<file path="src/rtl/octree_pkg.sv">
// Shared types and constants for the octree valid-bit SRAM arbiter.
package octree_pkg;

  typedef enum logic {
    FREE  = 1'b0,
    OWNED = 1'b1
  } arb_state_e;

  localparam int SRAM_RD_LATENCY = 1;

  localparam int REQ_ADD    = 0;
  localparam int REQ_DEL    = 1;
  localparam int REQ_SEARCH = 2;

endpackage

</file>
<file path="src/rtl/octree_sram_arbiter_rr_pick.sv">
// Combinational round-robin pick: first set req bit at or above ptr, with wrap.
module rr_pick #(
  parameter int NUM_REQ = 3
) (
  input  logic [NUM_REQ-1:0]         req,
  input  logic [$clog2(NUM_REQ)-1:0] ptr,
  output logic                       valid,
  output logic [$clog2(NUM_REQ)-1:0] idx
);
  localparam int IDX_W = $clog2(NUM_REQ);

  logic [NUM_REQ-1:0] rot;
  logic [IDX_W-1:0]   off;
  logic [IDX_W:0]     sum;

  // rotate so that bit 0 corresponds to the pointer position
  assign rot = NUM_REQ'({req, req} >> ptr);

  always_comb begin
    valid = 1'b0;
    off   = '0;
    for (int k = NUM_REQ - 1; k >= 0; k--) begin
      if (rot[k]) begin
        valid = 1'b1;
        off   = IDX_W'(k);
      end
    end
  end

  assign sum = {1'b0, ptr} + {1'b0, off};
  assign idx = (sum >= (IDX_W + 1)'(NUM_REQ)) ? IDX_W'(sum - (IDX_W + 1)'(NUM_REQ))
                                             : sum[IDX_W-1:0];

endmodule

</file>
<file path="src/rtl/octree_sram_arbiter.sv">
// Round-robin arbiter with lock for the shared single-port octree SRAM.
// Optional perf counters are enabled with `define SRAM_ARB_PERF_EN.
//
// state | meaning
// FREE  | no owner; SRAM idle; picking next owner from rr_ptr_q
// OWNED | owner_q drives SRAM pins; released when its req and lock both drop
module octree_sram_arbiter
  import octree_pkg::*;
#(
  parameter int NUM_REQ        = 3,
  parameter int ADDR_BUS_WIDTH = 64,
  parameter int DATA_BUS_WIDTH = 64
) (
  input  logic                                clk,
  input  logic                                rst_n,
  input  logic [NUM_REQ-1:0]                  req,
  input  logic [NUM_REQ-1:0]                  lock,
  input  logic [NUM_REQ-1:0]                  req_cen,
  input  logic [NUM_REQ-1:0]                  req_gwen,
  input  logic [NUM_REQ*ADDR_BUS_WIDTH-1:0]   req_a,
  input  logic [NUM_REQ*DATA_BUS_WIDTH-1:0]   req_d,
  output logic [NUM_REQ-1:0]                  gnt,
  output logic [NUM_REQ-1:0]                  rvalid,
  output logic [DATA_BUS_WIDTH-1:0]           rdata,
  output logic                                mem_sram_CEN,
  output logic [ADDR_BUS_WIDTH-1:0]           mem_sram_A,
  output logic [DATA_BUS_WIDTH-1:0]           mem_sram_D,
  output logic                                mem_sram_GWEN,
  input  logic [DATA_BUS_WIDTH-1:0]           mem_sram_Q
`ifdef SRAM_ARB_PERF_EN
  ,
  output logic [31:0]                         busy_cycles,
  output logic [31:0]                         conflict_cycles,
  output logic [NUM_REQ*16-1:0]               grant_count
`endif
);
  localparam int IDX_W = $clog2(NUM_REQ);

  arb_state_e                state_q;
  logic [IDX_W-1:0]          owner_q;
  logic [IDX_W-1:0]          rr_ptr_q;
  logic [NUM_REQ-1:0]        rd_pend_q;

  logic                      pick_valid;
  logic [IDX_W-1:0]          pick_idx;
  logic                      owner_ok;
  logic                      own_req;
  logic                      own_lock;
  logic                      own_cen;
  logic                      own_gwen;
  logic [ADDR_BUS_WIDTH-1:0] own_a;
  logic [DATA_BUS_WIDTH-1:0] own_d;

  rr_pick #(.NUM_REQ(NUM_REQ)) u_rr_pick (
    .req   (req),
    .ptr   (rr_ptr_q),
    .valid (pick_valid),
    .idx   (pick_idx)
  );

  // owner_ok stays low for an out-of-range owner_q, which keeps the SRAM idle
  always_comb begin
    gnt      = '0;
    owner_ok = 1'b0;
    own_req  = 1'b0;
    own_lock = 1'b0;
    own_cen  = 1'b1;
    own_gwen = 1'b1;
    own_a    = '0;
    own_d    = '0;
    for (int i = 0; i < NUM_REQ; i++) begin
      if (state_q == OWNED && owner_q == IDX_W'(i)) begin
        gnt[i]   = 1'b1;
        owner_ok = 1'b1;
        own_req  = req[i];
        own_lock = lock[i];
        own_cen  = req_cen[i];
        own_gwen = req_gwen[i];
        own_a    = req_a[i*ADDR_BUS_WIDTH +: ADDR_BUS_WIDTH];
        own_d    = req_d[i*DATA_BUS_WIDTH +: DATA_BUS_WIDTH];
      end
    end
  end

  assign mem_sram_CEN  = own_cen;
  assign mem_sram_GWEN = own_gwen;
  assign mem_sram_A    = own_a;
  assign mem_sram_D    = own_d;
  assign rvalid        = rd_pend_q;
  assign rdata         = mem_sram_Q;

  always_ff @(posedge clk or negedge rst_n) begin
    if (!rst_n) begin
      state_q   <= FREE;
      owner_q   <= '0;
      rr_ptr_q  <= '0;
      rd_pend_q <= '0;
    end else begin
      rd_pend_q <= gnt & ~req_cen & req_gwen;
      case (state_q)
        FREE: begin
          if (pick_valid) begin
            state_q  <= OWNED;
            owner_q  <= pick_idx;
            rr_ptr_q <= (pick_idx == IDX_W'(NUM_REQ - 1)) ? '0 : pick_idx + IDX_W'(1);
          end
        end
        OWNED: begin
          if (!owner_ok || (!own_req && !own_lock)) state_q <= FREE;
        end
        default: state_q <= FREE;
      endcase
    end
  end

`ifdef SRAM_ARB_PERF_EN
  logic        conflict;
  logic [15:0] gcnt_q [NUM_REQ];

  assign conflict = (state_q == OWNED) ? |(req & ~gnt)
                                       : ((req & (req - NUM_REQ'(1))) != '0);

  always_ff @(posedge clk or negedge rst_n) begin
    if (!rst_n) begin
      busy_cycles     <= '0;
      conflict_cycles <= '0;
      for (int i = 0; i < NUM_REQ; i++) gcnt_q[i] <= '0;
    end else begin
      if (!mem_sram_CEN && busy_cycles != '1) busy_cycles <= busy_cycles + 32'd1;
      if (conflict && conflict_cycles != '1) conflict_cycles <= conflict_cycles + 32'd1;
      for (int i = 0; i < NUM_REQ; i++) begin
        if (state_q == FREE && pick_valid && pick_idx == IDX_W'(i) && gcnt_q[i] != '1)
          gcnt_q[i] <= gcnt_q[i] + 16'd1;
      end
    end
  end

  for (genvar g = 0; g < NUM_REQ; g++) begin : g_gcnt
    assign grant_count[g*16 +: 16] = gcnt_q[g];
  end
`endif

endmodule

</file>
<file path="config.mk">
export PLATFORM = sky130hd
export DESIGN_NAME = octree_sram_arbiter
export DESIGN_NICKNAME = d
export VERILOG_FILES = /design/src/rtl/octree_pkg.sv /design/src/rtl/octree_sram_arbiter_rr_pick.sv /design/src/rtl/octree_sram_arbiter.sv
export SDC_FILE = /design/constraint.sdc
export NUM_CORES = 1
export LEC_CHECK = 0
export ABC_AREA = 1
export CORE_AREA = 2 2 254 256
export DETAILED_ROUTE_END_ITERATION = 12
export DIE_AREA = 0 0 256 258
export MAX_ROUTING_LAYER = met4
export PLACE_DENSITY = 0.34
export SLEW_MARGIN = 5
export SYNTH_ARGS = -nofsm -noshare
export SYNTH_HDL_FRONTEND = slang
export SYNTH_SLANG_ARGS = --single-unit
</file>
<file path="constraint.sdc">
create_clock -name clk -period 2.5 [get_ports clk]
set_input_delay 0.5 -clock clk [delete_from_list [all_inputs] [get_ports clk]]
set_output_delay 0.5 -clock clk [all_outputs]
set_load 0.05 [all_outputs]
</file>
==> results_dict.tcl <==
set metrics [dict create \
    outcome "completed" \
    fmax_mhz 414 \
    post-route-period-util_pct 96.7 \
    finalPower_mw 15.4 \
    overflow 0 \
    peakVddDrop_v 0.000587 \
    die_x_um 256 \
    tns_ns 0 \
    buffer_ports.inserted 533 \
    post_drt_wl_per_cell_um 16.2 \
    fin_skew_ns 0.00833 \
    crit_top_cell "buf_12" \
    slowest_delay_ns 0.42 \
    wirelength_met1_um 12700 \
    rrSetupSlack_ns 0.16 \
    wl_met3_um 2980 \
    synth_cell_types 24 \
    htreeDepth 1 \
    worstSetupStartpointType "flip-flop" \
    layout_commonest_cell "nand2_1" \
    cp.required_ns 2.00 \
    syn-num-nets 1171 \
    muxShareOfSynthArea_pct 0 \
    synthCells 706 \
    hold_path.class "input pin to async pin" \
    antenna_found_initial 7 \
    synth_area_um2 3600 \
    finalMaxSlewViolations 0 \
    rsz0062_at_grt "true" \
    setup-violations-final 0 \
    path_delay_family "buffers and inverters" \
    clk_latency_ns 0.24 \
    async_flop_share_pct 100 \
    synth-compound-area-share_pct 1.84 \
    synth_ff_type "dfrtp_1" \
    drt_iter0_drc 232 \
    initial_utilization_pct 5.66 \
    maxCapViolCount 0 \
    die_h_um 258 \
    pre_cts_ws_ns -0.520 \
    io_pins 662 \
    layout_common_cells "nand2_1 (398), clkdlybuf4s50_1 (397), buf_12 (138)" \
    numCtsBuffers 3 \
    ys_ff_latch 8 \
    cts_sinks 8 \
    fin_nets 1638 \
    fillCellCount 7244 \
    final_hold_viol_count 0 \
    top_layer "met4" \
    cts_max_path_buffers 2 \
    cts_tree "built" \
    ys_seq_area_share_pct 5.56 \
    grt_pass1_vias 6688 \
    vias_per_cell 3.14 \
    ant_nets 0 \
    synth_top_family_by_area "simple AND/OR/NAND/NOR gates" \
    path_max_fanout 31 \
    powerDensity_nw_per_um2 1390 \
    synth_fa_ha_area_share_pct 1.25 \
    fin_crit_ns 2.42 \
    rows 93 \
    max_slew_margin_pct 62.9 \
    slowest_stage "dfrtp_1" \
    grt_max_degree 58 \
    whs_ns 0.562 \
    clk_pin_slew_worst_paths_ns 0.04 \
    synth_edf_count 0 \
    routabilityCongestion 0.897 \
    syn_avg_cell_area_um2 5.10 \
    synthSimpleGateAreaFrac_pct 65.6 \
    synth_xor_area_share_pct 0 \
    core_area_um2 63600 \
    path_cells "nor2_4 > nand2_2 > inv_4 > buf_12 > buf_4 > nand2_1 > nand3_1 > buf_12" \
    num_vias 6363 \
    p_leak_nw 4.46 \
    met2WireLength_um 16400 \
    yosys_warnings 0 \
    totalWireLength_um 32800 \
    grt_usage_pct 9.22 \
    dp.final_hpwl_um 27900 \
    worst_slew_pin_slew_ns 0.555 \
    syn_to_final_growth_pct 208 \
    post-route-util_pct 17.4 \
    path_class "flip-flop to output pin" \
    drc 0 \
    cts_root_buf "clkbuf_16" \
    timing.critical_path.buf_inv 4 \
    drt_first_pass_iters 4 \
    critical_path_arrival_ns 1.92 \
    drive_gt1_share_pct 18.6 \
    worst_slack_ns 0.0826 \
    die_area_um2 66000 \
    cp-end-kind "output pin" \
    grt_pass1_wl_um 44200 \
]
## sequential cells by signal, summed over array words and instances, names as in the netlist
signal    cells
owner_q       2
state_q       1
rvalid        3
rr_ptr_q      2
## what timing repair did
action / CTS / global route
cloned: 0 / 4
hold buffers: 0 / 0
resized for setup: 9 / 30
buffers inserted: 1 / 4
pin swaps: 2 / 10
endpoints found under the setup margin: 5 / 77
## stage by stage
step                instance area, um2  std cells
floorplan                         3600        706
global placement                 10800       2014
detailed placement               10800       2014
CTS                              10900       2018
global route                     11100       2028
finish                           11100       2028
## cell type report
| class | count | area [um2] | share of cell area, % |
|---|---|---|---|
| diodes | 2 | 5.00 | 0.0451 |
| clock buffers | 3 | 75.1 | 0.677 |
| inverters | 17 | 78.8 | 0.711 |
| multi-input cells | 575 | 2530 | 22.8 |
| flip-flops and latches | 8 | 201 | 1.82 |
| well taps | 855 | 1070 | 9.64 |
| repair buffers | 568 | 7130 | 64.3 |
## power breakdown
| group | total [mW] | switching, mW | internal, mW |
|---|---|---|---|
| combinational | 14.9 | 8.37 | 6.50 |
| clock | 0.273 | 0.0662 | 0.207 |
| sequential | 0.238 | 0.0627 | 0.175 |
| total | 15.4 | 8.50 | 6.88 |
## routing by layer
metal | track usage [%] | up-vias
met5 | - | -
met4 | 2.24 | 0
li1 | - | 3097
met1 | 9.84 | 2778
met3 | 3.05 | 34
met2 | 16.4 | 454
## final timing paths
kind,startpoint,endpoint,depth (start not counted)
max,owner_q[0],mem_sram_A[35],8
min,rst_n,rvalid[2],1
max reg2reg,rr_ptr_q[0],rr_ptr_q[1],14
min reg2reg,rr_ptr_q[0],rr_ptr_q[0],2
max in group asynchronous,rst_n,rr_ptr_q[0],1
min in group clk,rr_ptr_q[0],rr_ptr_q[0],2
## cells in the mapped netlist, types with 2 or more instances
cell type | n | share of area (%)
nand2_1 | 401 | 42
nand3_1 | 126 | 18
buf_4 | 68 | 14
buf_2 | 23 | 3.2
inv_1 | 13 | 1.4
nand2_2 | 11 | 1.9
buf_12 | 10 | 5.6
nand3_2 | 10 | 2.8
o21ai_0 | 9 | 1.3
dfrtp_1 | 8 | 5.6
nor2_1 | 6 | 0.63
inv_2 | 4 | 0.42
clkbuf_1 | 3 | 0.31
a21oi_1 | 2 | 0.28
ha_1 | 2 | 0.70
nor3_1 | 2 | 0.28
## cells by family after synthesis
family	Yosys count
buffers and inverters	123
AOI/OAI and AO/OA	13
adders and majority gates	3
DFF	8
and+or+nand+nor	559
(Power assumes the default switching activity.)
